## config.mk

```make
export PLATFORM = sky130hd
export DESIGN_NAME = wall_collision_flat
export DESIGN_NICKNAME = d
export VERILOG_FILES = /design/src/rtl/wall_collision_if.sv /design/src/rtl/wall_collision.sv /design/src/flat_wrapper.sv
export SDC_FILE = /design/constraint.sdc
export NUM_CORES = 1
export LEC_CHECK = 0
export CAP_MARGIN = 20
export CORE_MARGIN = 8
export CORE_UTILIZATION = 48
export DETAILED_ROUTE_END_ITERATION = 6
export GPL_ROUTABILITY_DRIVEN = 0
export PLACE_DENSITY = 0.77
export SETUP_SLACK_MARGIN = 0.5
export SKIP_LAST_GASP = 1
export SLEW_MARGIN = 20
export SYNTH_ARGS = -nofsm -noshare
export SYNTH_HDL_FRONTEND = slang
export SYNTH_SLANG_ARGS = --single-unit
```

## constraint.sdc

```tcl
create_clock -name Clk -period 3.7 [get_ports Clk]
set_clock_uncertainty 0.1 [all_clocks]
set_input_delay 0.37 -clock Clk [delete_from_list [all_inputs] [get_ports Clk]]
set_output_delay 0.37 -clock Clk [all_outputs]
set_load 0.005 [all_outputs]
```

## src/rtl/wall_collision_if.sv

```systemverilog
// Signal bundle between the motion stage and the wall collision checker.
// The master drives the proposed position, walls and frame strobe; the slave returns hit status.
interface wall_collision_if;
    logic       frame_clk;
    logic [9:0] Next_X;
    logic [9:0] Next_Y;
    logic [9:0] X1;
    logic [9:0] X2;
    logic [9:0] X3;
    logic [9:0] X4;
    logic [9:0] Y1;
    logic [9:0] Y2;
    logic [9:0] Y3;
    logic [9:0] Y4;
    logic [3:0] hit;
    logic       any_hit;
    logic       check_done;
    logic       busy;

    modport master (
        output frame_clk, Next_X, Next_Y, X1, X2, X3, X4, Y1, Y2, Y3, Y4,
        input  hit, any_hit, check_done, busy
    );

    modport slave (
        input  frame_clk, Next_X, Next_Y, X1, X2, X3, X4, Y1, Y2, Y3, Y4,
        output hit, any_hit, check_done, busy
    );
endinterface

```

## src/rtl/wall_collision.sv

```systemverilog
// Per-frame collision check of the proposed object box against four walls,
// evaluated one wall per cycle on a snapshot taken at the rising edge of frame_clk.
module wall_collision #(
    parameter logic [9:0] Hor_Width   = 10'd64,
    parameter logic [9:0] Hor_Height  = 10'd32,
    parameter logic [9:0] Vert_Width  = 10'd32,
    parameter logic [9:0] Vert_Height = 10'd64,
    parameter logic [9:0] Obj_Size    = 10'd31
) (
    input logic             Clk,
    input logic             Reset,
    wall_collision_if.slave bus
);

    typedef enum logic [1:0] {StIdle, StCheck, StDone} state_e;

    state_e      state_q, state_d;
    logic        fc_d;
    logic        start;
    logic [9:0]  nx_q, ny_q;
    logic [9:0]  wx_q [4];
    logic [9:0]  wy_q [4];
    logic [1:0]  idx_q;
    logic [3:0]  work_q;
    logic [3:0]  hit_q;
    logic        any_hit_q;
    logic        done_q;

    logic [9:0]  sel_w, sel_h;
    logic [10:0] obj_x0, obj_x1, obj_y0, obj_y1;
    logic [10:0] wall_x0, wall_x1, wall_y0, wall_y1;
    logic        overlap;
    logic [3:0]  work_next;

    assign start = bus.frame_clk & ~fc_d;

    // State register
    always_ff @(posedge Clk) begin
        if (!Reset) begin
            state_q <= StIdle;
        end else begin
            state_q <= state_d;
        end
    end

    // Next-state logic
    always_comb begin
        state_d = state_q;
        unique case (state_q)
            StIdle:  if (start) state_d = StCheck;
            StCheck: if (idx_q == 2'd3) state_d = StDone;
            StDone:  state_d = StIdle;
            default: state_d = StIdle;
        endcase
    end

    // Output logic
    always_comb begin
        bus.busy       = (state_q != StIdle);
        bus.hit        = hit_q;
        bus.any_hit    = any_hit_q;
        bus.check_done = done_q;
    end

    // Even indices are the horizontal walls 1 and 3, odd ones the vertical walls 2 and 4.
    // Everything is widened to 11 bits so box edges near 1023 cannot wrap.
    always_comb begin
        sel_w     = idx_q[0] ? Vert_Width  : Hor_Width;
        sel_h     = idx_q[0] ? Vert_Height : Hor_Height;
        obj_x0    = {1'b0, nx_q};
        obj_y0    = {1'b0, ny_q};
        obj_x1    = {1'b0, nx_q} + {1'b0, Obj_Size};
        obj_y1    = {1'b0, ny_q} + {1'b0, Obj_Size};
        wall_x0   = {1'b0, wx_q[idx_q]};
        wall_y0   = {1'b0, wy_q[idx_q]};
        wall_x1   = {1'b0, wx_q[idx_q]} + {1'b0, sel_w};
        wall_y1   = {1'b0, wy_q[idx_q]} + {1'b0, sel_h};
        overlap   = (obj_x0 <= wall_x1) && (obj_x1 >= wall_x0) &&
                    (obj_y0 <= wall_y1) && (obj_y1 >= wall_y0);
        work_next = work_q | ({3'b000, overlap} << idx_q);
    end

    // Snapshot, per-wall accumulation and result registers
    always_ff @(posedge Clk) begin
        if (!Reset) begin
            fc_d      <= 1'b0;
            nx_q      <= '0;
            ny_q      <= '0;
            idx_q     <= '0;
            work_q    <= '0;
            hit_q     <= '0;
            any_hit_q <= 1'b0;
            done_q    <= 1'b0;
            for (int i = 0; i < 4; i++) begin
                wx_q[i] <= '0;
                wy_q[i] <= '0;
            end
        end else begin
            fc_d   <= bus.frame_clk;
            done_q <= 1'b0;
            unique case (state_q)
                StIdle: begin
                    if (start) begin
                        nx_q    <= bus.Next_X;
                        ny_q    <= bus.Next_Y;
                        wx_q[0] <= bus.X1;
                        wx_q[1] <= bus.X2;
                        wx_q[2] <= bus.X3;
                        wx_q[3] <= bus.X4;
                        wy_q[0] <= bus.Y1;
                        wy_q[1] <= bus.Y2;
                        wy_q[2] <= bus.Y3;
                        wy_q[3] <= bus.Y4;
                        work_q  <= '0;
                        idx_q   <= '0;
                    end
                end
                StCheck: begin
                    work_q <= work_next;
                    idx_q  <= idx_q + 2'd1;
                    if (idx_q == 2'd3) begin
                        hit_q     <= work_next;
                        any_hit_q <= |work_next;
                        done_q    <= 1'b1;
                    end
                end
                default: ;
            endcase
        end
    end

endmodule

```

## src/flat_wrapper.sv

```systemverilog
// flat-port wrapper written by rule: the top's interface ports become plain ports
module wall_collision_flat 
#(
    parameter logic [9:0] Hor_Width   = 10'd64,
    parameter logic [9:0] Hor_Height  = 10'd32,
    parameter logic [9:0] Vert_Width  = 10'd32,
    parameter logic [9:0] Vert_Height = 10'd64,
    parameter logic [9:0] Obj_Size    = 10'd31
)
  (Clk, Reset, bus_frame_clk, bus_Next_X, bus_Next_Y, bus_X1, bus_X2, bus_X3, bus_X4, bus_Y1, bus_Y2, bus_Y3, bus_Y4, bus_hit, bus_any_hit, bus_check_done, bus_busy);
  wall_collision_if bus_i ();
  input logic Clk;
  input logic Reset;
  input wire logic [$bits(bus_i.frame_clk)-1:0] bus_frame_clk;
  input wire logic [$bits(bus_i.Next_X)-1:0] bus_Next_X;
  input wire logic [$bits(bus_i.Next_Y)-1:0] bus_Next_Y;
  input wire logic [$bits(bus_i.X1)-1:0] bus_X1;
  input wire logic [$bits(bus_i.X2)-1:0] bus_X2;
  input wire logic [$bits(bus_i.X3)-1:0] bus_X3;
  input wire logic [$bits(bus_i.X4)-1:0] bus_X4;
  input wire logic [$bits(bus_i.Y1)-1:0] bus_Y1;
  input wire logic [$bits(bus_i.Y2)-1:0] bus_Y2;
  input wire logic [$bits(bus_i.Y3)-1:0] bus_Y3;
  input wire logic [$bits(bus_i.Y4)-1:0] bus_Y4;
  output wire logic [$bits(bus_i.hit)-1:0] bus_hit;
  output wire logic [$bits(bus_i.any_hit)-1:0] bus_any_hit;
  output wire logic [$bits(bus_i.check_done)-1:0] bus_check_done;
  output wire logic [$bits(bus_i.busy)-1:0] bus_busy;
  assign bus_i.frame_clk = bus_frame_clk;
  assign bus_i.Next_X = bus_Next_X;
  assign bus_i.Next_Y = bus_Next_Y;
  assign bus_i.X1 = bus_X1;
  assign bus_i.X2 = bus_X2;
  assign bus_i.X3 = bus_X3;
  assign bus_i.X4 = bus_X4;
  assign bus_i.Y1 = bus_Y1;
  assign bus_i.Y2 = bus_Y2;
  assign bus_i.Y3 = bus_Y3;
  assign bus_i.Y4 = bus_Y4;
  assign bus_hit = bus_i.hit;
  assign bus_any_hit = bus_i.any_hit;
  assign bus_check_done = bus_i.check_done;
  assign bus_busy = bus_i.busy;
  wall_collision #(.Hor_Width(Hor_Width), .Hor_Height(Hor_Height), .Vert_Width(Vert_Width), .Vert_Height(Vert_Height), .Obj_Size(Obj_Size)) u_core (.Clk(Clk), .Reset(Reset), .bus(bus_i));
endmodule
```

==> results.sh, run 1 <==
export IMPL_die_w_um=131
export IMPL_synth_seq_cells=117
export IMPL_dp_hpwl_mm=10.8
export IMPL_finalCritPeriodShare_pct=91.4
export IMPL_cts_buffers=17
export IMPL_wl_per_cell_um=17.9
export IMPL_crit_top_cell="a21oi_2"
export IMPL_place_area_sq_mm=0.00758
export IMPL_antenna_found_initial=0
export IMPL_worst_pin_slew_ns=0.817
export IMPL_end_kind="flip-flop"
export IMPL_avgSynthCellArea_sq_um=11.6
export IMPL_path_cells="buf_6 > mux4_2 > ha_4 > a21oi_2 > and2b_1 > xnor2_1 > ha_1 > a21o_1 > a21oi_2 > nor4bb_4 > buf_4 > o2111ai_4 > o31ai_1"
export IMPL_die_y_um=131
export IMPL_synth_edff_count=80
export IMPL_clk_latency_ns=0.41
export IMPL_numPlacedInstances=807
export IMPL_synth_nets=695
export IMPL_ys_types=47
export IMPL_required_ns=3.92
export IMPL_layout_nets=809
export IMPL_ys_warn_count=0
export IMPL_fin_util_pct=64.4
export IMPL_hold_ws_ns=0.397
export IMPL_finalPower_mw=3.93
export IMPL_grt_usage_pct=18.4
export IMPL_drtIter0Drc=336
export IMPL_period_needed_ns=3.38
export IMPL_clk_pin_slew_ns=0.05
export IMPL_hold_path_class="primary input to flip-flop"
export IMPL_rsz0062_at_grt="true"
export IMPL_viasPerCell=5.51
export IMPL_worstPathBufferInverterCount=2
export IMPL_antenna_cells=0
export IMPL_grt_first_pass_wirelength_mm=24.3
export IMPL_root_buffer="clkbuf_16"
export IMPL_max_stage_delay_ns=0.55
export IMPL_drtPass1Iterations=4
export IMPL_seq_area_sq_mm=0.00315
export IMPL_clock_fmax_mhz=296
export IMPL_min_from="Reset"
export IMPL_grt_ovfl_total=0
export IMPL_crit_family="compound AO/OA/AOI/OAI gates"
export IMPL_ys_flop_type="edfxtp_1"
export IMPL_cp_slowest_cell="mux4_2"
export IMPL_cts_hold_buffers=0
export IMPL_fp_coreArea_sq_mm=0.0130
export IMPL_pre_cts_ws_ns=0.186
export IMPL_die_area_sq_mm=0.0170
export IMPL_fp_row_count=42
export IMPL_io_buffers=109
export IMPL_ios=110
export IMPL_cap_violations=0
export IMPL_critPathMaxFanout=5
export IMPL_start_util_pct=48.3
export IMPL_worst_ir_drop_vdd_v=0.000268
export IMPL_grt_pass1_vias=4925
export IMPL_arrival_ns=3.60
export IMPL_p_per_area_mw_per_mm2=468
export IMPL_status="finished clean"
export IMPL_drive_gt1_share_pct=14.5
export IMPL_worst_slack_ns=0.317
export IMPL_synth_seq_area_share_pct=49.9
export IMPL_async_reset_ff_share_pct=0
export IMPL_fin_area_sq_mm=0.00839
export IMPL_grt_max_degree=114
export IMPL_ant_nets=0
export IMPL_cts_max_level=4
export IMPL_maxSlewHeadroom_pct=45.6
export IMPL_setup_tns_final_ns=0
export IMPL_post_layout_nonfiller_instances=846
export IMPL_cp_start_kind="flip-flop"
export IMPL_synth_area_sq_mm=0.00630
export IMPL_clockBufferDepth=2
export IMPL_synthCells=543
export IMPL_finalHoldViolations=0
export IMPL_setup_viol=0
export IMPL_route_detailed_drc=0
export IMPL_area_growth_synth_to_final_pct=33.3
export IMPL_cts_tree="built"
export IMPL_num_vias=4663
export IMPL_drv_slew=0
export IMPL_fillers=992
export IMPL_leakagePower_nw=3.50
export IMPL_multiInputGateArea_sq_mm=0.00308
export IMPL_critical_path_class="flip-flop to flip-flop"
export IMPL_wl_mm=15.2
export IMPL_clkSinkCount=117
-- layout by cell type, fill, tap and decap left out, drive strengths merged, types with 2 or more instances in the layout --
cell type	Yosys	routed
o21ai	13	13
clkinvlp	0	3
nand2	59	59
dfxtp	37	37
buf	3	16
xnor2	12	12
clkinv	0	4
and2	6	6
edfxtp	80	80
ha	47	47
nand3	16	16
o2111ai	1	2
o31ai	6	6
clkbuf	27	24
nor2	4	4
nor3	7	7
a21o	5	5
and3	84	84
nor3b	2	2
xor2	10	10
mux2	4	4
inv	32	31
nor2b	5	5
mux4	20	20
clkdlybuf4s50	0	108
a31oi	3	3
nand4	6	6
a21oi	15	15
fa	2	2
bufinv	0	2
a21boi	22	22
-- power by group --
part	internal, mW	leakage [nW]	switching [mW]	total [mW]
sequential	1.50	1.16	0.0530	1.55
combinational	0.373	2.05	0.368	0.741
clock	1.08	0.292	0.558	1.63
total	2.95	3.50	0.979	3.93
-- final timing paths --
kind / end / slack, ns / depth (start not counted)
max: u_core.work_q[3]$_SDFFE_PN0P_ / 0.32 / 13
min: u_core.work_q[3]$_SDFFE_PN0P_ / 0.40 / 4
max reg2reg: u_core.work_q[3]$_SDFFE_PN0P_ / 0.32 / 13
min reg2reg: u_core.work_q[3]$_SDFFE_PN0P_ / 0.40 / 2
-- synthesized netlist by cell type, types with 14 or more instances --
master	number	share of area [%]
and3_1	84	8.3
a21oi_1	15	1.2
ha_1	47	9.3
a21boi_0	22	2.6
mux4_2	14	5.0
dfxtp_1	37	12
nand3_1	16	1.3
edfxtp_1	80	38
inv_1	32	1.9
clkbuf_1	27	1.6
nand2_1	59	3.5
-- per-layer routing --
layer | track usage (%) | vias up | share of wire (%)
li1 | - | 2239 | -
met1 | 22.3 | 2248 | 42
met2 | 29.5 | 145 | 49
met3 | 5.88 | 31 | 6.7
met4 | 8.37 | 0 | 2.7
met5 | 0 | - | 0
-- registers in the layout (all words and copies together) (netlist names), named ones only --
signal and flops:
u_core.ny_q 10, u_core.work_q 4, u_core.state_q 2, u_core.idx_q 2, u_core.wx_q 40, u_core.wy_q 40, u_core.fc_d 1, u_core.bus.check_done 1
u_core.bus.any_hit 1, u_core.nx_q 10, u_core.bus.hit 4
-- repair_timing --
item | in CTS | in global routing
gates resized for setup | 19 | 11
gates cloned | 1 | 0
pin swaps | 13 | 12
setup buffers | 4 | 2
endpoints found under the setup margin | 9 | 9
-- layout make-up --
| type | instances | share of cell area (%) |
|---|---|---|
| clock buffers | 24 | 5.98 |
| clock inverters | 8 | 1.18 |
| inverters | 32 | 1.48 |
| multi-input cells | 365 | 36.7 |
| flip-flops and latches | 117 | 37.5 |
| well taps | 176 | 2.62 |
| repair buffers | 124 | 14.5 |
-- worst min-delay path, cell delays in order --
cell and delay (ns):
buf_2 0.10, and2_1 0.22, nand2_1 0.10, o31ai_1 0.06
-- cells by family after synthesis --
| logic type | Yosys count | synth area share [%] |
|---|---|---|
| buffers and inverters | 62 | 3.85 |
| AO/OA/AOI/OAI | 72 | 7.95 |
| XOR/XNOR | 22 | 3.06 |
| adder cells (fa/ha/maj) | 49 | 9.97 |
| AND/OR/NAND/NOR | 197 | 17.0 |
| flip-flops | 117 | 49.9 |
| multiplexers | 24 | 8.23 |
No activity file was read; power rests on OpenSTA's default activity.
==> inputs of run 2 (changes only) <==
--- a/config.mk
+++ b/config.mk
@@ -6,11 +6,13 @@
 export NUM_CORES = 1
 export LEC_CHECK = 0
 export CAP_MARGIN = 20
+export CELL_PAD_IN_SITES_DETAIL_PLACEMENT = 1
+export CELL_PAD_IN_SITES_GLOBAL_PLACEMENT = 1
 export CORE_MARGIN = 8
-export CORE_UTILIZATION = 48
+export CORE_UTILIZATION = 46
 export DETAILED_ROUTE_END_ITERATION = 6
 export GPL_ROUTABILITY_DRIVEN = 0
-export PLACE_DENSITY = 0.77
+export PLACE_DENSITY_LB_ADDON = 0.1
 export SETUP_SLACK_MARGIN = 0.5
 export SKIP_LAST_GASP = 1
 export SLEW_MARGIN = 20
==> constraint.sdc (replaced) <==
create_clock -name Clk -period 4.34 [get_ports Clk]
set_clock_uncertainty 0.1 [all_clocks]
set_input_delay 0.434 -clock Clk [delete_from_list [all_inputs] [get_ports Clk]]
set_output_delay 0.434 -clock Clk [all_outputs]
set_load 0.005 [all_outputs]
==> run 2 against run 1 <==
  * Global-route usage up 1.3 points
  * Routed wire length up 15%
  * Highest routed layer unchanged
  * Sequential share of layout area up 0.88 points
  * Largest power group unchanged
==> results.sh, run 2 (synthesis results as in run 1) <==
export IMPL_status="finished clean"
export IMPL_critical_path_class="flip-flop to flip-flop"
export IMPL_worstPathBufferInverterCount=1
export IMPL_cts_tree="built"
export IMPL_clk_latency_ns=0.42
export IMPL_route_detailed_drc=0
export IMPL_pre_cts_ws_ns=0.479
export IMPL_die_w_um=133
export IMPL_cts_setup_buffers=0
export IMPL_p_per_area_mw_per_mm2=400
export IMPL_wl_met2_mm=8.48
export IMPL_layout_nets=801
export IMPL_path_cells="buf_6 > mux4_2 > ha_1 > a21oi_1 > and2b_1 > xnor2_1 > ha_1 > a21o_1 > a21oi_1 > nor4bb_4 > o2111ai_4 > o31ai_2"
export IMPL_clkPwrFrac_pct=41.4
export IMPL_seqPwrFrac_pct=40.3
export IMPL_dp_hpwl_mm=12.2
export IMPL_end_kind="flip-flop"
export IMPL_hold_path_class="flip-flop to flip-flop"
export IMPL_required_ns=4.57
export IMPL_clock_fmax_mhz=271
export IMPL_grt_usage_pct=19.7
export IMPL_viasPerCell=5.57
export IMPL_m1WireLength_mm=7.70
export IMPL_clk_pin_slew_ns=0.06
export IMPL_clkSinkCount=117
export IMPL_drive_gt1_share_pct=11.6
export IMPL_drtPass1Iterations=4
export IMPL_antenna_found_initial=0
export IMPL_finalHoldViolations=0
export IMPL_cts_max_level=4
export IMPL_root_buffer="clkbuf_16"
export IMPL_grt_ovfl_total=0
export IMPL_hold_ws_ns=0.385
export IMPL_num_vias=4669
export IMPL_finalCritPeriodShare_pct=85.1
export IMPL_crit_family="compound AO/OA/AOI/OAI gates"
export IMPL_fillers=1351
export IMPL_worst_ir_drop_vdd_v=0.000238
export IMPL_intPower_mw=2.36
export IMPL_maxSlewHeadroom_pct=44.0
export IMPL_ios=110
export IMPL_worst_pin_slew_ns=0.841
export IMPL_max_stage_delay_ns=0.55
export IMPL_cts_buffers=17
export IMPL_die_area_sq_mm=0.0177
export IMPL_min_from="u_core.work_q[3]$_SDFFE_PN0P_"
export IMPL_wl_mm=17.4
export IMPL_fp_row_count=42
export IMPL_critPathMaxFanout=8
export IMPL_mostFrequentLayoutCells="clkdlybuf4s50_1 (108), and3_1 (84), edfxtp_1 (80), nand2_1 (59), ha_1 (47)"
export IMPL_wl_per_cell_um=20.7
export IMPL_cp_start_kind="flip-flop"
export IMPL_top_layer="met4"
export IMPL_area_growth_synth_to_final_pct=30.1
export IMPL_clockBufferDepth=2
export IMPL_io_buffers=109
export IMPL_arrival_ns=3.92
export IMPL_grt_max_degree=101
export IMPL_leakagePower_nw=3.45
export IMPL_antenna_cells=0
export IMPL_mostFrequentLayoutCell="clkdlybuf4s50_1"
export IMPL_swShare_pct=27.9
export IMPL_drtIter0Drc=238
export IMPL_drv_slew=0
export IMPL_start_util_pct=47.4
export IMPL_worst_slack_ns=0.647
export IMPL_grt_pass1_vias=5186
export IMPL_finalPower_mw=3.28
export IMPL_grt_first_pass_wirelength_mm=27.5
export IMPL_die_y_um=133
export IMPL_seq_area_sq_mm=0.00315
export IMPL_top_regs="u_core.wx_q: 40 flops, u_core.wy_q: 40 flops"
export IMPL_fp_coreArea_sq_mm=0.0133
export IMPL_cap_violations=0
export IMPL_multiInputGateArea_sq_mm=0.00298
export IMPL_ant_nets=0
export IMPL_pwr_share_comb_pct=18.3
export IMPL_cp_slowest_cell="mux4_2"
export IMPL_wl_met3_um=812
export IMPL_cts_hold_buffers=0
export IMPL_setup_tns_final_ns=0
export IMPL_period_needed_ns=3.69
export IMPL_rsz0062_at_grt="false"
export IMPL_setup_viol=0
export IMPL_power_switching_mw=0.915
run 2: repair_timing:
item	in CTS	in global routing
resized for setup	1	12
pin swaps	0	3
gates cloned	0	1
setup endpoints to repair	4	7
run 2: area by class of cell:
class	count	share of cell area (%)
Inverter	32	1.47
Clock inverter	15	1.80
Multi-Input combinational cell	365	36.3
Sequential cell	117	38.4
Tap cell	176	2.69
Timing Repair Buffer	116	14.1
Clock buffer	17	5.19
run 2: per-layer routing:
layer / GRT usage, % / vias up
met4: 6.94 / 0
met1: 24.4 / 2291
met3: 4.81 / 29
met2: 32.8 / 124
li1: - / 2225
met5: 0 / -
run 2: worst paths after layout:
path | endpoint | slack (ns) | depth (start not counted)
min | u_core.work_q[3]$_SDFFE_PN0P_ | 0.39 | 2
max | u_core.bus.hit[1]$_SDFFE_PN0P_ | 0.65 | 12
min reg2reg | u_core.work_q[3]$_SDFFE_PN0P_ | 0.39 | 2
max reg2reg | u_core.bus.hit[1]$_SDFFE_PN0P_ | 0.65 | 12
run 2: power groups by stage:
stage | clock (mW) | combinational, mW | sequential, mW
2_1_floorplan | 0 | 0.355 | 1.32
3_3_place_gp | 0 | 0.532 | 1.33
3_5_place_dp | 0 | 0.562 | 1.34
4_1_cts | 1.38 | 0.576 | 1.32
5_1_grt | 1.42 | 0.661 | 1.33
6_report | 1.36 | 0.600 | 1.32
run 2: tightest hold or removal path: stages (launching register included):
cell	delay, ns
dfxtp_1	0.32
nand2_1	0.06
o31ai_1	0.05
run 2: per-stage QoR:
stage                     utilization, %  area (sq um)  instances
final                               61.6          8190        838
after global routing                61.6          8190        838
after CTS                           61.2          8130        837
after detailed placement            56.8          7550        805
after global placement              56.8          7550        805
after floorplan                        -          6300        543
==> inputs of run 3 (changes only) <==
--- a/config.mk
+++ b/config.mk
@@ -10,6 +10,7 @@
 export CELL_PAD_IN_SITES_GLOBAL_PLACEMENT = 1
 export CORE_MARGIN = 8
 export CORE_UTILIZATION = 46
+export CTS_CLUSTER_SIZE = 30
 export DETAILED_ROUTE_END_ITERATION = 6
 export GPL_ROUTABILITY_DRIVEN = 0
 export PLACE_DENSITY_LB_ADDON = 0.1
==> results of run 3 <==
Final layout, timing and power as in run 2 (identical DEF).
